**src/rtl/alarm_zone_controller.sv**
```systemverilog
// Intrusion alarm sequencer: exit delay, armed watch over maskable zones, entry delay, timed siren.
// Define ALARM_ZONE_TAMPER_EN to add the tamper input and the sticky tamper_flag output.
module alarm_zone_controller #(
    parameter int NUM_ZONES   = 4,
    parameter int EXIT_DELAY  = 16,
    parameter int ENTRY_DELAY = 16,
    parameter int SIREN_TIME  = 64
) (
    input  logic                 clk,
    input  logic                 rst,
    input  logic                 arm_req,
    input  logic                 disarm_req,
    input  logic [NUM_ZONES-1:0] zone_in,
    input  logic [NUM_ZONES-1:0] zone_mask,
`ifdef ALARM_ZONE_TAMPER_EN
    input  logic                 tamper,
    output logic                 tamper_flag,
`endif
    output logic [2:0]           state,
    output logic                 alarm,
    output logic [2:0]           zone_id,
    output logic                 zone_valid,
    output logic                 busy
);

    typedef enum logic [2:0] {
        S_DISARMED  = 3'd0,
        S_EXIT_DLY  = 3'd1,
        S_ARMED     = 3'd2,
        S_ENTRY_DLY = 3'd3,
        S_ALARM     = 3'd4
    } state_t;

    localparam logic [15:0] EXIT_LOAD  = 16'(EXIT_DELAY);
    localparam logic [15:0] ENTRY_LOAD = 16'(ENTRY_DELAY);
    localparam logic [15:0] SIREN_LOAD = 16'(SIREN_TIME);

    state_t                state_q;
    logic [15:0]           cnt;
    logic [NUM_ZONES-1:0]  zone_active;

    // Highest index is scanned first so the lowest active index wins.
    function automatic logic [2:0] lowest_zone(input logic [NUM_ZONES-1:0] act);
        logic [2:0] idx;
        idx = 3'd0;
        for (int i = NUM_ZONES - 1; i >= 0; i--) begin
            if (act[i]) begin
                idx = 3'(i);
            end
        end
        return idx;
    endfunction

    assign zone_active = zone_in & ~zone_mask;
    assign state       = state_q;

    always_ff @(posedge clk or posedge rst) begin
        if (rst) begin
            state_q     <= S_DISARMED;
            cnt         <= 16'd0;
            alarm       <= 1'b0;
            zone_id     <= 3'd0;
            zone_valid  <= 1'b0;
            busy        <= 1'b0;
`ifdef ALARM_ZONE_TAMPER_EN
            tamper_flag <= 1'b0;
`endif
        end else if (disarm_req) begin
            // Disarm beats arm and tamper; zone_id is kept as a record of the last trigger.
            state_q     <= S_DISARMED;
            cnt         <= 16'd0;
            alarm       <= 1'b0;
            zone_valid  <= 1'b0;
            busy        <= 1'b0;
`ifdef ALARM_ZONE_TAMPER_EN
            tamper_flag <= 1'b0;
`endif
        end
`ifdef ALARM_ZONE_TAMPER_EN
        else if (tamper) begin
            state_q     <= S_ALARM;
            cnt         <= SIREN_LOAD;
            alarm       <= 1'b1;
            busy        <= 1'b1;
            tamper_flag <= 1'b1;
        end
`endif
        else begin
            case (state_q)
                S_DISARMED: begin
                    if (arm_req) begin
                        state_q <= S_EXIT_DLY;
                        cnt     <= EXIT_LOAD;
                        busy    <= 1'b1;
                    end
                end
                S_EXIT_DLY: begin
                    if (cnt == 16'd1) begin
                        state_q <= S_ARMED;
                        cnt     <= 16'd0;
                        busy    <= 1'b0;
                    end else begin
                        cnt <= cnt - 16'd1;
                    end
                end
                S_ARMED: begin
                    if (|zone_active) begin
                        state_q    <= S_ENTRY_DLY;
                        cnt        <= ENTRY_LOAD;
                        zone_id    <= lowest_zone(zone_active);
                        zone_valid <= 1'b1;
                        busy       <= 1'b1;
                    end
                end
                S_ENTRY_DLY: begin
                    if (cnt == 16'd1) begin
                        state_q <= S_ALARM;
                        cnt     <= SIREN_LOAD;
                        alarm   <= 1'b1;
                    end else begin
                        cnt <= cnt - 16'd1;
                    end
                end
                S_ALARM: begin
                    if (cnt == 16'd1) begin
                        state_q <= S_ARMED;
                        cnt     <= 16'd0;
                        alarm   <= 1'b0;
                        busy    <= 1'b0;
                    end else begin
                        cnt <= cnt - 16'd1;
                    end
                end
                default: begin
                    state_q <= S_DISARMED;
                    cnt     <= 16'd0;
                    alarm   <= 1'b0;
                    busy    <= 1'b0;
                end
            endcase
        end
    end

endmodule

```
**config.mk**
```make
export PLATFORM = sky130hd
export DESIGN_NAME = alarm_zone_controller
export DESIGN_NICKNAME = d
export VERILOG_FILES = /design/src/rtl/alarm_zone_controller.sv
export SDC_FILE = /design/constraint.sdc
export NUM_CORES = 1
export LEC_CHECK = 0
export CAP_MARGIN = 20
export CORE_UTILIZATION = 50
export CTS_BUF_LIST = sky130_fd_sc_hd__clkbuf_2
export CTS_CLUSTER_SIZE = 8
export DETAILED_ROUTE_END_ITERATION = 16
export PLACE_DENSITY = 0.77
export SYNTH_ARGS = -nofsm -noshare
export SYNTH_HDL_FRONTEND = slang
export SYNTH_SLANG_ARGS = --single-unit
```
**constraint.sdc**
```tcl
create_clock -name clk -period 2.2 [get_ports clk]
set_input_delay 0.22 -clock clk [delete_from_list [all_inputs] [get_ports clk]]
set_output_delay 0.22 -clock clk [all_outputs]
set_load 0.01 [all_outputs]
```
==> impl_metrics.yaml <==
outcome:
  outcome: "finished, final reports clean"
run:
  maxCapViolCount: 0
power:
  pwr-share-seq_pct: 35.3
  p_int_uw: 1110
  ir_drop_mv: 0.922
  switchingPower_uw: 815
  pwr-share-clk_pct: 9.0
  p_sw_share_pct: 42.4
  leakage_uw: 0.000843
  power_density_mw_per_mm2: 1080
  combPwrFrac_pct: 55.6
synth:
  syn-cell-area_mm2: 0.00143
  yosysUniqueCellTypes: 40
  synth_ff_type: "dfrtp_1"
  syn-num-nets: 180
  ys_ff_latch: 24
  ys.warnings.count: 0
  synth_edf_count: 0
  syn_inst: 166
  seq_area_frac_synth_pct: 42.0
  synthArstFlopShare_pct: 100
  syn_avg_cell_area_um2: 8.62
sta:
  hold_viol: 0
  final-setup-viol-count: 0
  tightestPinTransition_ps: 566
  fmax_ghz: 0.483
  maxSlewViolCount: 0
  holdWs_ps: 169
  finalWorstSetupSlack_ps: 128
  finalCritPeriodShare_pct: 94.2
  relSlewSlack_pct: 62.3
  period_needed_ps: 2070
  skew_ps: 10.3
critical_path:
  required_ps: 2480
  end_kind: "flop"
  crit_arrival_ps: 2350
  reg2reg_slack_ps: 130
  path_class: "flop to flop"
  r2r-end: "state[1]"
  critPathLaunchType: "flop"
  r2r_start: "cnt[7]"
  worstRegToRegCells: 6
  critPathMaxFanout: 5
floorplanning:
  die-area_mm2: 0.00308
  io_pins: 21
  die_w_um: 55.5
  core_area_mm2: 0.00273
  row_count: 19
  die_height_um: 55.5
  initial_utilization_pct: 52.4
finish:
  fillCellCount: 226
  multi_input_area_um2: 762
  layout_commonest_cell: "dfrtp_1"
  syn2layout_area_growth_pct: 24.6
  nets: 216
  mostFrequentLayoutCells: "24 x dfrtp_1, 23 x nand2_1, 20 x buf_4, 19 x clkdlybuf4s50_1, 12 x o21ai_0"
  regArea_um2: 601
  diodes: 0
  drive_above_1_share_pct: 15.9
drt:
  dr_wl_met2_mm: 1.70
  wl_met3_um: 189
  num_vias: 1366
  wirelength_mm: 3.44
  firstDrtPassIters: 4
  drc: 0
  top_layer_used: "met4"
  routedWlPerCell_um: 14.8
  drt_iter0_markers: 66
  drt-met1-wl_mm: 1.51
  vias_per_cell: 5.89
  antenna_left: 0
clock_tree:
  root_buffer: "clkbuf_2"
  cts_sinks: 24
  htreeDepth: 1
  cts_made_buffers: 3
  clkTransAtPathRegs_ps: 230
  cts_hold_buffers: 0
  clk_latency_ps: 350
  clockBufferDepth: 2
  cts_tree: "yes"
global_routing:
  track_usage_pct: 23.5
  grt_pass1_wl_mm: 5.79
  antenna_found_initial: 0
  grt_pass1_vias: 1334
  grt_overflow: 0
  grt_start_max_net_pins: 25
worst_hold_path:
  hold_class: "primary input to async pin"
placement:
  place_congestion: 0.878
  numPortBuffers: 19
  post-place-ws_ps: -23.8
  dp_hpwl_mm: 2.46
==> synth_stat cells, types with 2 or more instances <==
master	instances	share of area, %
o22ai_1	2	0.87
nand3_1	7	2.4
inv_1	6	1.6
o21ai_0	12	4.2
nor4_1	5	2.2
nand2b_1	6	2.6
or2_2	2	0.87
ha_1	2	1.7
a21oi_1	8	2.8
nor2b_1	2	0.87
clkbuf_1	4	1.0
nor3_1	7	2.4
a31oi_1	5	2.2
o31a_1	2	1.2
nand2_1	23	6.0
buf_6	3	2.4
a21o_1	5	2.6
nor2_1	11	2.9
nor3b_1	4	2.1
or3_1	2	0.87
o21ai_1	5	1.7
o31ai_1	2	1.0
dfrtp_1	24	42
==> critical path, cell delays in order (launching register included) <==
cell	delay, ps
dfrtp_1	430
or4_4	580
nor4_4	380
buf_4	210
mux2i_1	190
nor3_1	60
a21o_1	160
==> repair_timing <==
action | 4_1_cts | 5_1_grt
pin swaps | 1 | 2
resized for setup | 2 | 1
endpoints found under the setup margin | 5 | 7
endpoints found under the hold margin | 0 | 0
setup buffers | 2 | 4
==> routing by layer <==
metal / global-route usage [%] / vias up
met4: 6.07 / 0
met3: 4.92 / 4
met2: 39.9 / 46
met5: 0 / -
li1: - / 663
met1: 30.5 / 653
==> final cells by class <==
type | count | area share [%]
Clock buffer | 3 | 0.842
Clock inverter | 1 | 0.211
Inverter | 6 | 1.26
Multi-Input combinational cell | 128 | 42.7
Sequential cell | 24 | 33.7
Tap cell | 31 | 2.18
Timing Repair Buffer | 39 | 19.1
==> state kept, by name, indices dropped and copies added (netlist names) <==
signal,flops
state,3
zone_valid,1
cnt,16
zone_id,2
alarm,1
busy,1
==> worst max path at each step <==
| stage | from | end | slack, ps | cells past startpoint |
|---|---|---|---|---|
| floorplan | cnt[1] | cnt[10] | 150 | 9 |
| global placement | cnt[1] | cnt[7] | 50 | 7 |
| detailed placement | cnt[1] | cnt[7] | -20 | 7 |
| CTS | cnt[1] | state[1] | 40 | 8 |
| global route | cnt[1] | state[1] | -10 | 8 |
| finish | cnt[7] | state[1] | 130 | 6 |
==> cell families (layout without fill, tap and decap cells) <==
| kind of cell | count (synthesis) | in the layout | share of synthesized area [%] |
|---|---|---|---|
| compound gates | 44 | 44 | 18.8 |
| xor+xnor | 1 | 1 | 0.612 |
| fa+ha+maj | 2 | 2 | 1.75 |
| buf+inv | 14 | 49 | 5.51 |
| flops | 24 | 24 | 42.0 |
| mux | 1 | 1 | 0.699 |
| other cells | 1 | 1 | 0.262 |
| simple gates | 79 | 79 | 30.4 |
==> power groups by stage <==
stage / clock network [uW] / logic (uW) / registers [uW]
after floorplan: 0 / 649 / 684
after global placement: 0 / 972 / 679
after detailed placement: 0 / 1000 / 686
after CTS: 177 / 1020 / 677
after global routing: 194 / 1170 / 697
final: 174 / 1070 / 678
==> through the flow <==
stage	cells	power, uW	util, %	instance area (um^2)	TNS, ps
after floorplan	166	1330	-	1430	0
after global placement	222	1650	62.5	1710	0
after detailed placement	222	1690	62.5	1710	-47.0
after CTS	228	1870	64.0	1750	0
after global routing	232	2060	65.2	1780	-9.86
final	232	1920	65.2	1780	0
Note: power is estimated with default switching activity, not from simulation.
